--- src/rtl/operand_stage_buffer_pkg.sv ---
// Shared types for the operand stage buffer: occupancy width and the
// buffer state encoding, which doubles as the occupancy count.
package operand_stage_buffer_pkg;

    localparam int OCC_W = 2;

    typedef enum logic [1:0] {
        EMPTY = 2'd0,
        ONE   = 2'd1,
        TWO   = 2'd2
    } buf_state_e;

endpackage

--- src/rtl/operand_stage_buffer_slot.sv ---
// operand_slot: one packed operand entry with load enable and a synchronous
// clear that wins over load.
module operand_slot #(
    parameter int W = 64
) (
    input  logic         clk,
    input  logic         rst,
    input  logic         clr,
    input  logic         load,
    input  logic [W-1:0] d,
    output logic [W-1:0] q
);

    logic [W-1:0] data_q;
    logic [W-1:0] data_d;

    // NOTE: hold value assigned first so no path through this block can infer a latch.
    always_comb begin
        data_d = data_q;
        if (clr) begin
            data_d = '0;
        end else if (load) begin
            data_d = d;
        end
    end

    // NOTE: the data register is reset (not left undefined) because out_data must read zero out of reset;
    // state updates use non-blocking assignments so every flop samples pre-edge values.
    always_ff @(posedge clk or negedge rst) begin
        if (!rst) begin
            data_q <= '0;
        end else begin
            data_q <= data_d;
        end
    end

    assign q = data_q;

endmodule

--- src/rtl/operand_stage_buffer.sv ---
// Operand register between register-read and execute: valid/ready handshake,
// optional skid entry, synchronous flush and occupancy report.
module operand_stage_buffer
    import operand_stage_buffer_pkg::*;
#(
    parameter int WIDTH   = 32,
    parameter int NUM_OPS = 2,
    parameter int SKID    = 1
) (
    input  logic                     clk,
    input  logic                     rst,
    input  logic                     flush,
    input  logic                     in_valid,
    output logic                     in_ready,
    input  logic [NUM_OPS*WIDTH-1:0] in_data,
    output logic                     out_valid,
    input  logic                     out_ready,
    output logic [NUM_OPS*WIDTH-1:0] out_data,
    output logic [OCC_W-1:0]         occupancy
);

    localparam int DW = NUM_OPS * WIDTH;

    buf_state_e    state_q;
    buf_state_e    state_d;
    logic          accept;
    logic          do_release;
    logic          main_load;
    logic          skid_load;
    logic          main_sel_skid;
    logic [DW-1:0] main_din;
    logic [DW-1:0] main_q;
    logic [DW-1:0] skid_q;

    assign out_valid  = (state_q != EMPTY);
    // With a skid entry, ready depends only on registered state; without one it
    // must look through to out_ready to sustain full throughput.
    assign in_ready   = (SKID != 0) ? (state_q != TWO) : (!out_valid || out_ready);
    assign accept     = in_valid && in_ready;
    assign do_release = out_valid && out_ready;

    always_comb begin
        state_d       = state_q;
        main_load     = 1'b0;
        skid_load     = 1'b0;
        main_sel_skid = 1'b0;
        case (state_q)
            EMPTY: begin
                if (accept) begin
                    main_load = 1'b1;
                    state_d   = ONE;
                end
            end
            ONE: begin
                if (accept && do_release) begin
                    main_load = 1'b1;
                end else if (accept && (SKID != 0)) begin
                    skid_load = 1'b1;
                    state_d   = TWO;
                end else if (do_release) begin
                    state_d = EMPTY;
                end
            end
            TWO: begin
                if (do_release) begin
                    main_load     = 1'b1;
                    main_sel_skid = 1'b1;
                    state_d       = ONE;
                end
            end
            default: state_d = EMPTY;
        endcase
        // Flush drops held and incoming operands; the slots clear themselves.
        if (flush) begin
            state_d = EMPTY;
        end
    end

    always_ff @(posedge clk or negedge rst) begin
        if (!rst) begin
            state_q <= EMPTY;
        end else begin
            state_q <= state_d;
        end
    end

    assign main_din = main_sel_skid ? skid_q : in_data;

    operand_slot #(.W(DW)) u_main (
        .clk  (clk),
        .rst  (rst),
        .clr  (flush),
        .load (main_load),
        .d    (main_din),
        .q    (main_q)
    );

    generate
        if (SKID != 0) begin : g_skid
            operand_slot #(.W(DW)) u_skid (
                .clk  (clk),
                .rst  (rst),
                .clr  (flush),
                .load (skid_load),
                .d    (in_data),
                .q    (skid_q)
            );
        end else begin : g_no_skid
            assign skid_q = '0;
        end
    endgenerate

    assign out_data  = main_q;
    assign occupancy = OCC_W'(state_q);

endmodule
--- config.mk ---
export PLATFORM = sky130hd
export DESIGN_NAME = operand_stage_buffer
export DESIGN_NICKNAME = d
export VERILOG_FILES = /design/src/rtl/operand_stage_buffer_pkg.sv /design/src/rtl/operand_stage_buffer_slot.sv /design/src/rtl/operand_stage_buffer.sv
export SDC_FILE = /design/constraint.sdc
export NUM_CORES = 1
export LEC_CHECK = 0
export ABC_AREA = 1
export CAP_MARGIN = 15
export CORE_MARGIN = 2
export CORE_UTILIZATION = 45
export DETAILED_ROUTE_END_ITERATION = 8
export PLACE_DENSITY = 0.77
export SYNTH_ARGS = -nofsm -noshare
export SYNTH_HDL_FRONTEND = slang
export SYNTH_SLANG_ARGS = --single-unit
export TNS_END_PERCENT = 30
--- constraint.sdc ---
create_clock -name clk -period 1.45 [get_ports clk]
set_input_delay 0.29 -clock clk [delete_from_list [all_inputs] [get_ports clk]]
set_output_delay 0.29 -clock clk [all_outputs]
set_load 0.01 [all_outputs]
## Yosys cells after proc, flatten, opt, wreduce, memory -nomap -nowiden

Cells that the tools add are included.

| storage, ports and cells | value |
|---|---|
| flip-flop bits (word level) | 130 |
| logic and storage cells | 37 |
| output and inout port bits | 68 |
| input bits | 69 |

| operators by class | value |
|---|---|
| reduce and logical (&&, ||, !) cells | 8 |
| eq/ne operators | 7 |
| mux-type cells | 19 |

Operators by type and width:

| operator | number |
|---|---|
| $mux 64 | 5 |
| $mux 2 | 6 |
| $ne 3x3->1 const B | 3 |
| $mux 1 | 6 |
| $pmux 2 s3 | 1 |
| $reduce_bool 2->1 | 3 |
| $ne 4x4->1 const B | 1 |
| $reduce_and 4->1 | 1 |
| $logic_and 1x1->1 | 3 |
| $pmux 1 s3 | 1 |
| $eq 2x1->1 const B | 1 |
| $eq 2x2->1 const B | 1 |
| $logic_not 2->1 | 1 |
| $ne 2x2->1 const B | 1 |

## Depth between registers and ports, before layout

Gate-level depths: netlist of the first run.

| logic depth | value |
|---|---|
| word-level depth | 7 |
| depth in mapped cells | 8 |
| mapped depth without buffers | 8 |

## Hierarchy

A second synthesis of the first run with hierarchy kept.

| second synthesis, totals | value |
|---|---|
| cells, all modules | 790 |
| area total of the unflattened synthesis | 6079.6 um2 |

Modules (own cells, without submodules):

| module | seq. area each (um2) | area an instance (um2) | instances | cells each |
|---|---|---|---|---|
| operand_slot | 1601.5 | 2529.9 | 2 | 277 |
| operand_stage_buffer | 50.0 | 1019.7 | 1 | 236 |

## Worst setup path before layout of the first run

No wires, ideal clock.

| path | value |
|---|---|
| path type | register -> register |
| start point | register state_q[1] (netlist: occupancy[1]) |
| end point | register g_skid.u_skid.data_q[20] (netlist: g_skid.u_skid.q[20]) |
| clock period less this slack | 1.343 ns |
| slack | 0.107 ns |
| cell stages (with the launch flop) | 6 |
| required time | 1.324 ns |
| library setup time | 0.126 ns |
| arrival time | 1.217 ns |
| buffers on the path | 1 |
| path through | dfrtp_1 > nor2_2 > inv_2 > o21ai_2 > buf_2 > o21ai_0 |

| on the way | value |
|---|---|
| cells in the longest elaborated chain, start to end | 6 |
| elaborated cells between the ends (all ways) | 10 |
| those cells by class | eq/ne (2); mux (3); reduce/logical (5) |

RTL lines:

| element | RTL line | RTL |
|---|---|---|
| start, declared | operand_stage_buffer.sv:24 | `buf_state_e state_q;` |
| start signal, assigned | operand_stage_buffer.sv:83 | `state_q <= state_d;` |
| $ne 2x2->1 or $reduce_bool 2->1 (tied branches) | operand_stage_buffer.sv:38, operand_stage_buffer.sv:35 |  |
| $logic_and 1x1->1, on equally long branches | operand_stage_buffer.sv:39, operand_stage_buffer.sv:40 |  |
| $mux 1 or $logic_and 1x1->1 (tied branches) | operand_stage_buffer.sv:57, operand_stage_buffer.sv:55 |  |
| $mux 1 | operand_stage_buffer.sv:55 | `if (accept && do_release) begin` |
| $mux 1 * | operand_stage_buffer.sv:47 | `case (state_q)` |
| $reduce_bool 2->1 (no line) * | n/a |  |
| end signal, assigned | operand_stage_buffer_slot.sv:33 | `data_q <= data_d;` |
| end, declared | operand_stage_buffer_slot.sv:14 | `logic [W-1:0] data_q;` |

Every way passes the cells marked *; elsewhere a longest branch is shown, timed or not.
A chain may end at the register's enable or synchronous reset.

## Worst setup path in the final report of the first run

| path | value |
|---|---|
| start point | register state_q[0] (netlist: occupancy[0]) |
| end point | output port in_ready |

| on the way | value |
|---|---|
| cells in the longest elaborated chain, start to end | 1 |

RTL lines:

| element | RTL line | RTL |
|---|---|---|
| $ne 2x2->1 | operand_stage_buffer.sv:38 | `assign in_ready = (SKID != 0) ? (state_q != TWO) : (!out_valid \|\| out_ready);` |
| end, declared | operand_stage_buffer.sv:14 | `output logic in_ready,` |

No other way between the ends.

==> impl_metrics.tcl, run 1 <==
set metrics [dict create \
    drv_cap 0 \
    required_ns 1.16 \
    ff2ff_path_depth 8 \
    die_h_um 124 \
    cp-start-kind "flip-flop" \
    grt_pass1_vias 5421 \
    via_count 5878 \
    grt_max_degree 77 \
    die_w_um 124 \
    r2r_slack_ns -0.04 \
    crit_path_max_incr_delay_ns 0.44 \
    power_density_mw_per_mm2 1160 \
    hold_class "in -> async" \
    crit_type "reg -> out" \
    cp_num_buf_inv 3 \
    dieArea_sq_mm 0.0153 \
    initial_core_util_pct 46.4 \
    finalCriticalPeriod_ns 1.51 \
    htree_num_levels 4 \
    endpoint_kind "output port" \
    tritoncts "done" \
    timing.critical_path.max_delay_family "flip-flops" \
    drt-pass1-iter-count 5 \
    core_area_sq_mm 0.0139 \
    cp_max_fo 4 \
    cts_root_buf "clkbuf_16" \
    hold_viol 0 \
    violations "negative setup slack" \
    fin_ws_ns -0.0647 \
    peakVddDrop_mv 0.708 \
    yosys_warnings 0 \
    drt_wl_total_um 17600 \
    ys_ff_latch 130 \
    drt-vias-per-instance 5.50 \
    cts.sinks 130 \
    utilization_pct 62.3 \
    skew_ns 0.0122 \
    cp-startpoint "occupancy[0]$_DFFE_PN0P_" \
    slew_violations 0 \
    worst_r2r_endpoint "g_skid.u_skid.q[62]$_DFFE_PN0P_" \
    wire_per_inst_um 16.5 \
    layout-drive-gt1-share_pct 12.4 \
    drc 0 \
    final-setup-viol-count 78 \
    diodes 0 \
    grt-ovfl-total 0 \
    yosysUniqueCellTypes 23 \
    syn_area_sq_mm 0.00646 \
    clockBufferDepth 2 \
    power.leakage_nw 4.22 \
    area_growth_pct 34.4 \
    track_usage_pct 22.6 \
    rsz0062_at_grt "yes" \
    crit_top_cell "buf_6" \
    grt_antenna_before_repair 0 \
    clkTransAtPathRegs_ns 0.06 \
    gp_congestion 0.771 \
    io_pins 137 \
    outcome "finished, violations left" \
    drt_iter0_drc 549 \
    final_common_cell "nand2_1" \
    synthCells 740 \
    syn_nets 809 \
    nNetsFinal 948 \
    ff_latch_area_sq_mm 0.00325 \
    crit_arrival_ns 1.22 \
    synth-seq-area-share_pct 50.3 \
    clk_latency_ns 0.42 \
    cp_num_cells 4 \
    mostFrequentLayoutCells "nand2_1, dfrtp_1, nand3_1" \
    post-dp-hpwl_um 10400 \
    critPathCapture "in_ready" \
    multi_input_area_sq_mm 0.00241 \
    maxSlewHeadroom_pct 76.2 \
    synth_area_per_cell_sq_um 8.73 \
    grt_first_pass_wirelength_um 27000 \
    tightest_slew_ns 0.353 \
    fill_cells 1194 \
    period_share_pct 104 \
    crit_path_top_delay_cell "dfrtp_2" \
    antenna_left 0 \
    whs_ns 0.336 \
    maxClockFrequency_mhz 660 \
    placement_rows 43 \
    numCtsBuffers 17 \
    portBuffers 136 \
    worstPathCellList "buf_6 > inv_6 > nand2_2 > buf_6" \
    r2r-start "occupancy[1]$_DFFE_PN0P_" \
]
[how the worst min path moves through the flow]
stage	start	to	slack [ns]
finish	rst	u_main.q[0]$_DFFE_PN0P_	0.34
global route	rst	u_main.q[0]$_DFFE_PN0P_	0.37
CTS	rst	g_skid.u_skid.q[61]$_DFFE_PN0P_	0.34
detailed placement	rst	u_main.q[0]$_DFFE_PN0P_	0.21
global placement	rst	g_skid.u_skid.q[61]$_DFFE_PN0P_	0.20
floorplan	rst	g_skid.u_skid.q[0]$_DFFE_PN0P_	-0.006
[cell usage after synthesis]
master | n | area (sq um)
nor2_4 | 1 | 11.3
o21ai_1 | 65 | 325
buf_4 | 4 | 30.0
buf_6 | 24 | 270
buf_2 | 22 | 110
nand4_1 | 65 | 407
nand3_2 | 1 | 10.0
nand3_4 | 2 | 35.0
nand2_1 | 137 | 514
clkbuf_1 | 3 | 11.3
clkbuf_8 | 13 | 179
o21ai_0 | 60 | 300
nor2_2 | 1 | 6.26
nand3b_1 | 1 | 7.51
nand2_2 | 1 | 6.26
dfrtp_1 | 130 | 3250
inv_1 | 67 | 251
nand3_1 | 129 | 646
inv_2 | 3 | 11.3
nor2_1 | 4 | 15.0
nor3_1 | 1 | 5.00
buf_8 | 1 | 15.0
o21ai_2 | 5 | 43.8
[worst reg2reg max path: cells and delay by family (launching register included)]
family,cells,cell delay (ns)
buf+inv,4,0.54
flops,1,0.40
simple gates,3,0.37
compound gates,1,0.09
[power by group]
group	internal, mW	switching (mW)
logic	0.936	1.16
clock network	2.39	1.50
registers	3.92	0.161
total	7.25	2.82
[metal layers]
| layer | part of all wire [%] | track usage, % | up-vias |
|---|---|---|---|
| met3 | 7.2 | 5.31 | 18 |
| met1 | 44 | 31.2 | 2842 |
| met2 | 48 | 34.7 | 228 |
| li1 | - | - | 2790 |
| met5 | 0 | 0 | - |
| met4 | 1.6 | 8.52 | 0 |
[cell families (layout without fill, tap and decap cells)]
family	count (synthesis)	after routing	share of synthesized area (%)
simple gates	343	343	25.7
flops	130	130	50.3
buf+inv	137	285	13.6
compound gates	130	130	10.4
[stage by stage]
| step | setup slack [ns] | cells | area, sq um | power (mW) | TNS, ns |
|---|---|---|---|---|---|
| final | -0.0647 | 1068 | 8690 | 10.1 | -1.31 |
| after detailed placement | -0.351 | 1029 | 7960 | 6.19 | -38.36 |
| after CTS | -0.137 | 1061 | 8460 | 9.98 | -0.344 |
| after global placement | -0.283 | 1029 | 7960 | 6.15 | -32.56 |
| after global routing | -0.124 | 1068 | 8690 | 10.5 | -9.48 |
| after floorplan | 0.107 | 740 | 6460 | 5.14 | 0 |
[cell type report]
class / instances / area share [%]
clock buffers: 21 / 5.30
clock inverters: 7 / 0.720
inverters: 70 / 3.17
multi-input cells: 473 / 27.8
flip-flops and latches: 130 / 37.5
well taps: 180 / 2.59
repair buffers: 187 / 23.0
[state kept, by name (all words and copies together), names as in the netlist]
| name | count |
|---|---|
| occupancy | 2 |
| g_skid.u_skid.q | 64 |
| u_main.q | 64 |
[repair_timing]
action	4_1_cts	5_1_grt
setup endpoints to repair	141	132
endpoints found under the hold margin	28	0
setup buffers	3	2
cloned	0	5
hold buffers	1	0
resized for setup	88	66
Note: power is estimated with default switching activity, not from simulation.
==> inputs of run 2 (changes only) <==
- CORE_UTILIZATION: 45 -> 25
- PLACE_DENSITY: 0.77 -> 0.5
- clock period: 1.45 -> 1.7 ns (I/O delays scaled with it)
==> impl_metrics.tcl, run 2 (synthesized netlist as in run 1, its figures left out) <==
set metrics [dict create \
    timing.critical_path.max_delay_family "buffers and inverters" \
    r2r_slack_ns 0.18 \
    clkTransAtPathRegs_ns 0.06 \
    grt_max_degree 65 \
    whs_ns 0.444 \
    fin_ws_ns 0.0394 \
    post-dp-hpwl_um 12000 \
    maxSlewHeadroom_pct 67.5 \
    crit_type "reg -> out" \
    slew_violations 0 \
    cp-start-kind "flip-flop" \
    period_share_pct 97.7 \
    hold_viol 0 \
    skew_ns 0.00797 \
    numCtsBuffers 17 \
    tritoncts "done" \
    placement_rows 58 \
    diodes 0 \
    gp_congestion 0.708 \
    hold_class "in -> async" \
    htree_num_levels 4 \
    crit_arrival_ns 1.32 \
    dpl_worst_slack_ns -0.194 \
    maxClockFrequency_mhz 602 \
    drt-pass1-iter-count 4 \
    dieArea_sq_mm 0.0272 \
    worstPathCellList "clkdlybuf4s50_1" \
    power.leakage_nw 4.28 \
    worst_r2r_endpoint "g_skid.u_skid.q[62]$_DFFE_PN0P_" \
    antenna_left 0 \
    clockBufferDepth 2 \
    grt-ovfl-total 0 \
    drt-vias-per-instance 4.59 \
    required_ns 1.36 \
    cp_num_cells 1 \
    initial_core_util_pct 25.6 \
    nNetsFinal 953 \
    grt_antenna_before_repair 0 \
    drt_wl_total_um 18500 \
    die_h_um 165 \
    tightest_slew_ns 0.487 \
    r2r-start "occupancy[0]$_DFFE_PN0P_" \
    endpoint_kind "output port" \
    cp_num_buf_inv 1 \
    grt_first_pass_wirelength_um 29500 \
    track_usage_pct 13.9 \
    rsz0062_at_grt "yes" \
    cp_max_fo 2 \
    grt_pass1_vias 5477 \
    fill_cells 2603 \
    finalPower_mw 9.27 \
    drt_iter0_drc 397 \
    layout-drive-gt1-share_pct 11.6 \
    drc 0 \
    final_cell_count_no_fill 1227 \
    critPathCapture "out_data[48]" \
    multi_input_area_sq_mm 0.00234 \
    crit_path_max_incr_delay_ns 0.57 \
    clk_latency_ns 0.41 \
    io_pins 137 \
    peakVddDrop_mv 0.504 \
    crit_path_top_delay_cell "clkdlybuf4s50_1" \
    cts.sinks 130 \
    area_growth_pct 39.8 \
    via_count 5628 \
    cts_root_buf "clkbuf_16" \
    final-setup-viol-count 0 \
    mostFrequentLayoutCells "nand2_1, nand3_1, dfrtp_1" \
    final_common_cell "nand2_1" \
    cp-startpoint "u_main.q[48]$_DFFE_PN0P_" \
    portBuffers 136 \
    finalCriticalPeriod_ns 1.66 \
    power_density_mw_per_mm2 1030 \
    wire_per_inst_um 15.0 \
    die_w_um 165 \
    drv_cap 0 \
    dp_cells 1192 \
    ff2ff_path_depth 8 \
    core_area_sq_mm 0.0253 \
    outcome "complete, no violations" \
    ff_latch_area_sq_mm 0.00325 \
]
==> run 2: changes by cell type in the layout (fill, tap and decap cells not counted), sizes merged <==
| cell | before | now |
|---|---|---|
| buf | 49 | 56 |
| bufinv | 1 | 4 |
| clkbuf | 27 | 24 |
| clkdlybuf4s15 | 0 | 1 |
| clkdlybuf4s50 | 67 | 113 |
| clkinv | 5 | 4 |
| dlygate4sd2 | 64 | 6 |
| dlymetal6s2s | 0 | 14 |
==> run 2: cell type report <==
cell class | count | area share [%]
well taps | 330 | 4.57
flip-flops and latches | 130 | 36.0
clock inverters | 9 | 1.67
multi-input cells | 473 | 25.9
repair buffers | 192 | 23.5
inverters | 70 | 2.96
clock buffers | 23 | 5.40
==> run 2: timing repair <==
action / in CTS / in global routing
hold buffers: 1 / 0
pin swaps: 0 / 0
setup endpoints to repair: 8 / 16
hold endpoints to repair: 36 / 0
resized for setup: 11 / 16
setup buffers: 2 / 0
==> run 2: power breakdown <==
group,internal (mW),switching [mW],leakage (nW),total (mW)
combinational,0.853,0.945,2.23,1.80
sequential,3.34,0.131,1.74,3.48
clock,2.61,1.38,0.313,3.99
total,6.81,2.46,4.28,9.27
==> run 2: per-layer routing <==
layer  share of wire, %  global-route usage, %  up-vias  wire, um
met4                1.4                   4.03        0       252
met3                3.5                   2.46       12       638
met5                  0                      0        -         0
met1                 48                   19.1     2705      8860
met2                 47                   22.4      110      8700
li1                   -                      -     2801         -
==> run 2: per-stage QoR <==
step	setup TNS (ns)	utilization, %	instance area, sq um
2_1_floorplan	0	-	6460
3_3_place_gp	-15.20	33.1	8350
3_5_place_dp	-18.84	33.1	8350
4_1_cts	0	35.7	9010
5_1_grt	-0.0394	35.8	9040
6_report	0	35.8	9040
==> run 2: worst min-delay path by stage <==
stage	start	endpoint	slack, ns	cells past startpoint
CTS	rst	u_main.q[59]$_DFFE_PN0P_	0.43	2
detailed placement	rst	u_main.q[59]$_DFFE_PN0P_	0.31	1
finish	rst	u_main.q[59]$_DFFE_PN0P_	0.44	2
global placement	rst	u_main.q[59]$_DFFE_PN0P_	0.32	1
global route	rst	u_main.q[59]$_DFFE_PN0P_	0.47	2
floorplan	rst	g_skid.u_skid.q[0]$_DFFE_PN0P_	0.04	0
==> inputs of run 3 (changes only) <==
- SKIP_LAST_GASP: default -> 1
- clock period: 1.7 -> 2.13 ns (I/O delays scaled with it)
==> impl_metrics.tcl, run 3 (synthesized netlist as in run 1, its figures left out) <==
set metrics [dict create \
    r2r_slack_ns 0.62 \
    worst_r2r_endpoint "g_skid.u_skid.q[44]$_DFFE_PN0P_" \
    whs_ns 0.513 \
    io_pins 137 \
    utilization_pct 34.3 \
    maxClockFrequency_mhz 484 \
    mostFrequentLayoutCells "nand2_1, clkdlybuf4s50_1, nand3_1" \
    die_h_um 165 \
    finalCriticalPeriod_ns 2.07 \
    endpoint_kind "output port" \
    dp_cells 1161 \
    numCtsBuffers 17 \
    power.leakage_nw 3.86 \
    nNetsFinal 923 \
    drt_iter0_drc 364 \
    clk_latency_ns 0.42 \
    final_common_cell "nand2_1" \
    initial_core_util_pct 25.6 \
    final_cell_count_no_fill 1197 \
    track_usage_pct 13.8 \
    post-dp-hpwl_um 11100 \
    htree_num_levels 4 \
    core_area_sq_mm 0.0253 \
    cts.sinks 130 \
    drt-pass1-iter-count 4 \
    placement_rows 58 \
    grt_max_degree 68 \
    drc 0 \
    gp_congestion 0.709 \
    via_count 5519 \
    portBuffers 136 \
    cp_max_fo 7 \
    r2r-start "occupancy[1]$_DFFE_PN0P_" \
    multi_input_area_sq_mm 0.00234 \
    ff_latch_area_sq_mm 0.00326 \
    finalPower_mw 7.25 \
    clkTransAtPathRegs_ns 0.07 \
    dieArea_sq_mm 0.0272 \
    power_density_mw_per_mm2 837 \
    final-setup-viol-count 0 \
    required_ns 1.70 \
    slew_violations 0 \
    antenna_left 0 \
    die_w_um 165 \
    peakVddDrop_mv 0.352 \
    skew_ns 0.0124 \
    hold_class "in -> async" \
    drt-vias-per-instance 4.61 \
    cts_root_buf "clkbuf_16" \
    drv_cap 0 \
    crit_type "reg -> out" \
    grt_first_pass_wirelength_um 29100 \
    cp-start-kind "flip-flop" \
    ff2ff_path_depth 6 \
    setup_tns_ns 0 \
    grt_antenna_before_repair 0 \
    drt_wl_total_um 18200 \
    wire_per_inst_um 15.2 \
    maxSlewHeadroom_pct 68.7 \
    area_growth_pct 34.0 \
    grt_pass1_vias 5211 \
    period_share_pct 97.0 \
    clockBufferDepth 2 \
    tightest_slew_ns 0.469 \
    rsz0062_at_grt "no" \
    fill_cells 2612 \
    crit_arrival_ns 1.64 \
    outcome "complete, no violations" \
    tritoncts "done" \
    diodes 0 \
    layout-drive-gt1-share_pct 8.54 \
    grt-ovfl-total 0 \
    hold_viol 0 \
]
run 3: changes by cell type in the layout (fill, tap and decap cells not counted), moves of 2 or more:
cell	change
buf_4	-21
clkdlybuf4s50_1	+21
dlymetal6s2s_1	-13
buf_12	-9
dlygate4sd2_1	-6
inv_6	+5
clkbuf_8	-3
clkinv_2	-3
clkinvlp_4	+2
run 3: critical path, stage by stage, from the launching register on:
cell and delay [ns]:
dfrtp_2 0.46, inv_2 0.10, nand2_1 0.11, clkdlybuf4s50_1 0.55
run 3: layer usage:
metal | up-vias | global-route usage [%] | wire (um)
met1 | 2671 | 19.0 | 8740
met2 | 100 | 21.5 | 8450
met3 | 13 | 3.49 | 847
met5 | - | 0 | 0
li1 | 2735 | - | -
met4 | 0 | 3.75 | 177
run 3: metrics by stage:
stage	area (sq um)	worst slack (ns)
after global routing	8660	0.0163
final	8660	0.0650
after global placement	8000	0.232
after detailed placement	8000	0.212
after floorplan	6460	0.787
after CTS	8630	0.0239
run 3: where the power goes:
group | internal (mW) | switching [mW] | total [mW]
logic | 0.625 | 0.733 | 1.36
registers | 2.67 | 0.113 | 2.78
clock network | 1.90 | 1.22 | 3.11
total | 5.19 | 2.06 | 7.25
run 3: layout make-up:
| class | instances | area share [%] |
|---|---|---|
| clock buffers | 19 | 5.12 |
| clock inverters | 13 | 2.01 |
| inverters | 70 | 3.09 |
| multi-input cells | 473 | 27.1 |
| flip-flops and latches | 130 | 37.6 |
| well taps | 330 | 4.77 |
| repair buffers | 162 | 20.4 |
run 3: how the worst max path moves through the flow:
stage,start,to,slack [ns],cells past startpoint
floorplan,occupancy[1]$_DFFE_PN0P_,g_skid.u_skid.q[20]$_DFFE_PN0P_,0.79,5
global placement,in_valid,g_skid.u_skid.q[55]$_DFFE_PN0P_,0.23,7
detailed placement,out_ready,u_main.q[6]$_DFFE_PN0P_,0.21,7
CTS,occupancy[1]$_DFFE_PN0P_,out_valid,0.02,3
global route,occupancy[0]$_DFFE_PN0P_,in_ready,0.02,3
finish,occupancy[0]$_DFFE_PN0P_,in_ready,0.06,3
run 3: what timing repair did:
item	4_1_cts	5_1_grt
hold endpoints to repair	41	0
hold buffers	1	0
endpoints found under the setup margin	2	1
buffers inserted	0	3
gates resized for setup	2	1
==> edit, RTL diff (flow settings as in run 2) <==
Change the parameter `SKID` from 1 to 0.
--- a/src/rtl/operand_stage_buffer.sv
+++ b/src/rtl/operand_stage_buffer.sv
@@ -5,7 +5,7 @@
 #(
     parameter int WIDTH   = 32,
     parameter int NUM_OPS = 2,
-    parameter int SKID    = 1
+    parameter int SKID    = 0
 ) (
     input  logic                     clk,
     input  logic                     rst,
Behaviour: not the same (Yosys sat finds a counterexample within 4 cycles, from zero or initial values and one cycle with rst low).
==> edit against run 2 <==
Count of clock-buffer cells in the layout shrank 11; cell area shrank 50%; combinational power shrank 61%; first-iteration DRC count shrank 34%; clock power shrank 59%; sequential cell count shrank 65; synthesized area shrank 56%; routed wire length shrank 54%; synthesized cell count shrank 59%; global-route usage grew 0.47 points; total power shrank 57%; cell count shrank 54%; setup slack gained 0.039 ns; register-to-register slack gained 0.22 ns; critical path type unchanged; critical endpoint is now out_valid; largest cell class unchanged.
==> edit: results (changes against run 2) <==
[run_status]
status=complete, no violations

[grt]
grtUsageMet2_pct=22.2  ; -0.14 points
grt_usage_pct=14.4  ; +0.47 points
grtUsageMet3_pct=4.43  ; +2.0 points
grt_pass1_vias=2785  ; -49%
grt_pass1_wl_mm=14.4  ; -51%

[power]
power_leakage_nw=2.11  ; -51%
switching_share_pct=24.6  ; -1.9 points
vdd_drop_max_mv=0.342  ; -32%

[cts]
htree_levels=3  ; -1
clkLatencyLatePin_ns=0.32  ; -0.09 ns
post_cts_buffers=0  ; -2
cts_buffers=9  ; -8

[final_layout]
finalNetCount=489  ; -49%
signal_buffers=145  ; -24%
clockNetworkAreaShare_pct=5.81  ; -1.3 points
buf_share_pct=32.5  ; +9.1 points
syn2layout_area_growth_pct=58.9

[placed_design]
gp_congestion=0.685  ; -3.3%
portBuffers=135  ; -0.74%

[synthesis]
synthTopCellsByArea=dfrtp_1 57%, nand4_1 14%, nand3_1 11%, nand2_1 8.4%, buf_2 3.5%
synth.top_cells.by_count=65 x dfrtp_1, 64 x nand2_1, 64 x nand3_1, 64 x nand4_1, 20 x buf_2
syn_nets=369  ; -54%
ys_seq_area_share_pct=56.9  ; +6.6 points
synth-compound-area-share_pct=0.175  ; -10 points
synth_seq_cells=65  ; -50%
post_synth_num_cell_types=12  ; -48%

[route]
drt_iter0_drc=264  ; -34%
wl_met3_um=581  ; -8.9%
dr_wl_met2_mm=3.87  ; -55%
wl_per_cell_um=14.8  ; -1.4%

[critical_path]
critPathArrivalTime_ns=1.28  ; -0.04 ns
crit_fanout=3  ; +1
worst-r2r-cell-count=5  ; -3

## edit: changes by cell type after synthesis, moves of 3 or more
cell,change
nand3_1,-65
buf_4,+5
o21ai_1,-65
clkbuf_8,-13
dfrtp_1,-65
o21ai_2,-5
nand2_1,-73
o21ai_0,-60
buf_6,-18
inv_1,-64
nor2_1,-4
inv_2,-3
## edit: path summary, 6_finish.rpt
path	end	slack [ns]	from
worst max-delay path	out_valid	0.08	occupancy[0]$_DFFE_PN0P_
worst max register to register	u_main.q[20]$_DFFE_PN0P_	0.40	occupancy[0]$_DFFE_PN0P_
max in group asynchronous	u_main.q[11]$_DFFE_PN0P_	1.37	rst
min in group clk	u_main.q[28]$_DFFE_PN0P_	0.50	u_main.q[28]$_DFFE_PN0P_
worst min register to register	u_main.q[28]$_DFFE_PN0P_	0.50	u_main.q[28]$_DFFE_PN0P_
worst min-delay path	u_main.q[38]$_DFFE_PN0P_	0.03	rst
## edit: worst reg2reg max path, delay by kind of cell, from the launching register on
family | cells | cell delay [ns]
and+or+nand+nor | 3 | 0.38
DFF | 1 | 0.41
buffers and inverters | 2 | 0.45
## edit: metrics by stage
step | setup WS (ns) | cells | TNS (ns)
4_1_cts | 0.0667 | 567 | 0
5_1_grt | 0.0263 | 567 | 0
6_report | 0.0787 | 567 | 0
3_3_place_gp | -0.106 | 552 | -0.106
3_5_place_dp | -0.104 | 552 | -0.120
2_1_floorplan | 0.648 | 300 | 0
## edit: repair_timing
item                                   CTS  global route
resized for setup                        1             0
endpoints found under the hold margin    0             0
hold buffers                             0             0
setup endpoints to repair                1             0
## edit: power by group through the flow
stage	sequential, mW	clock, mW	combinational [mW]
floorplan	1.76	0	0.227
global placement	1.72	0	0.707
detailed placement	1.72	0	0.708
CTS	1.69	1.69	0.710
global route	1.70	1.77	0.759
finish	1.69	1.64	0.696
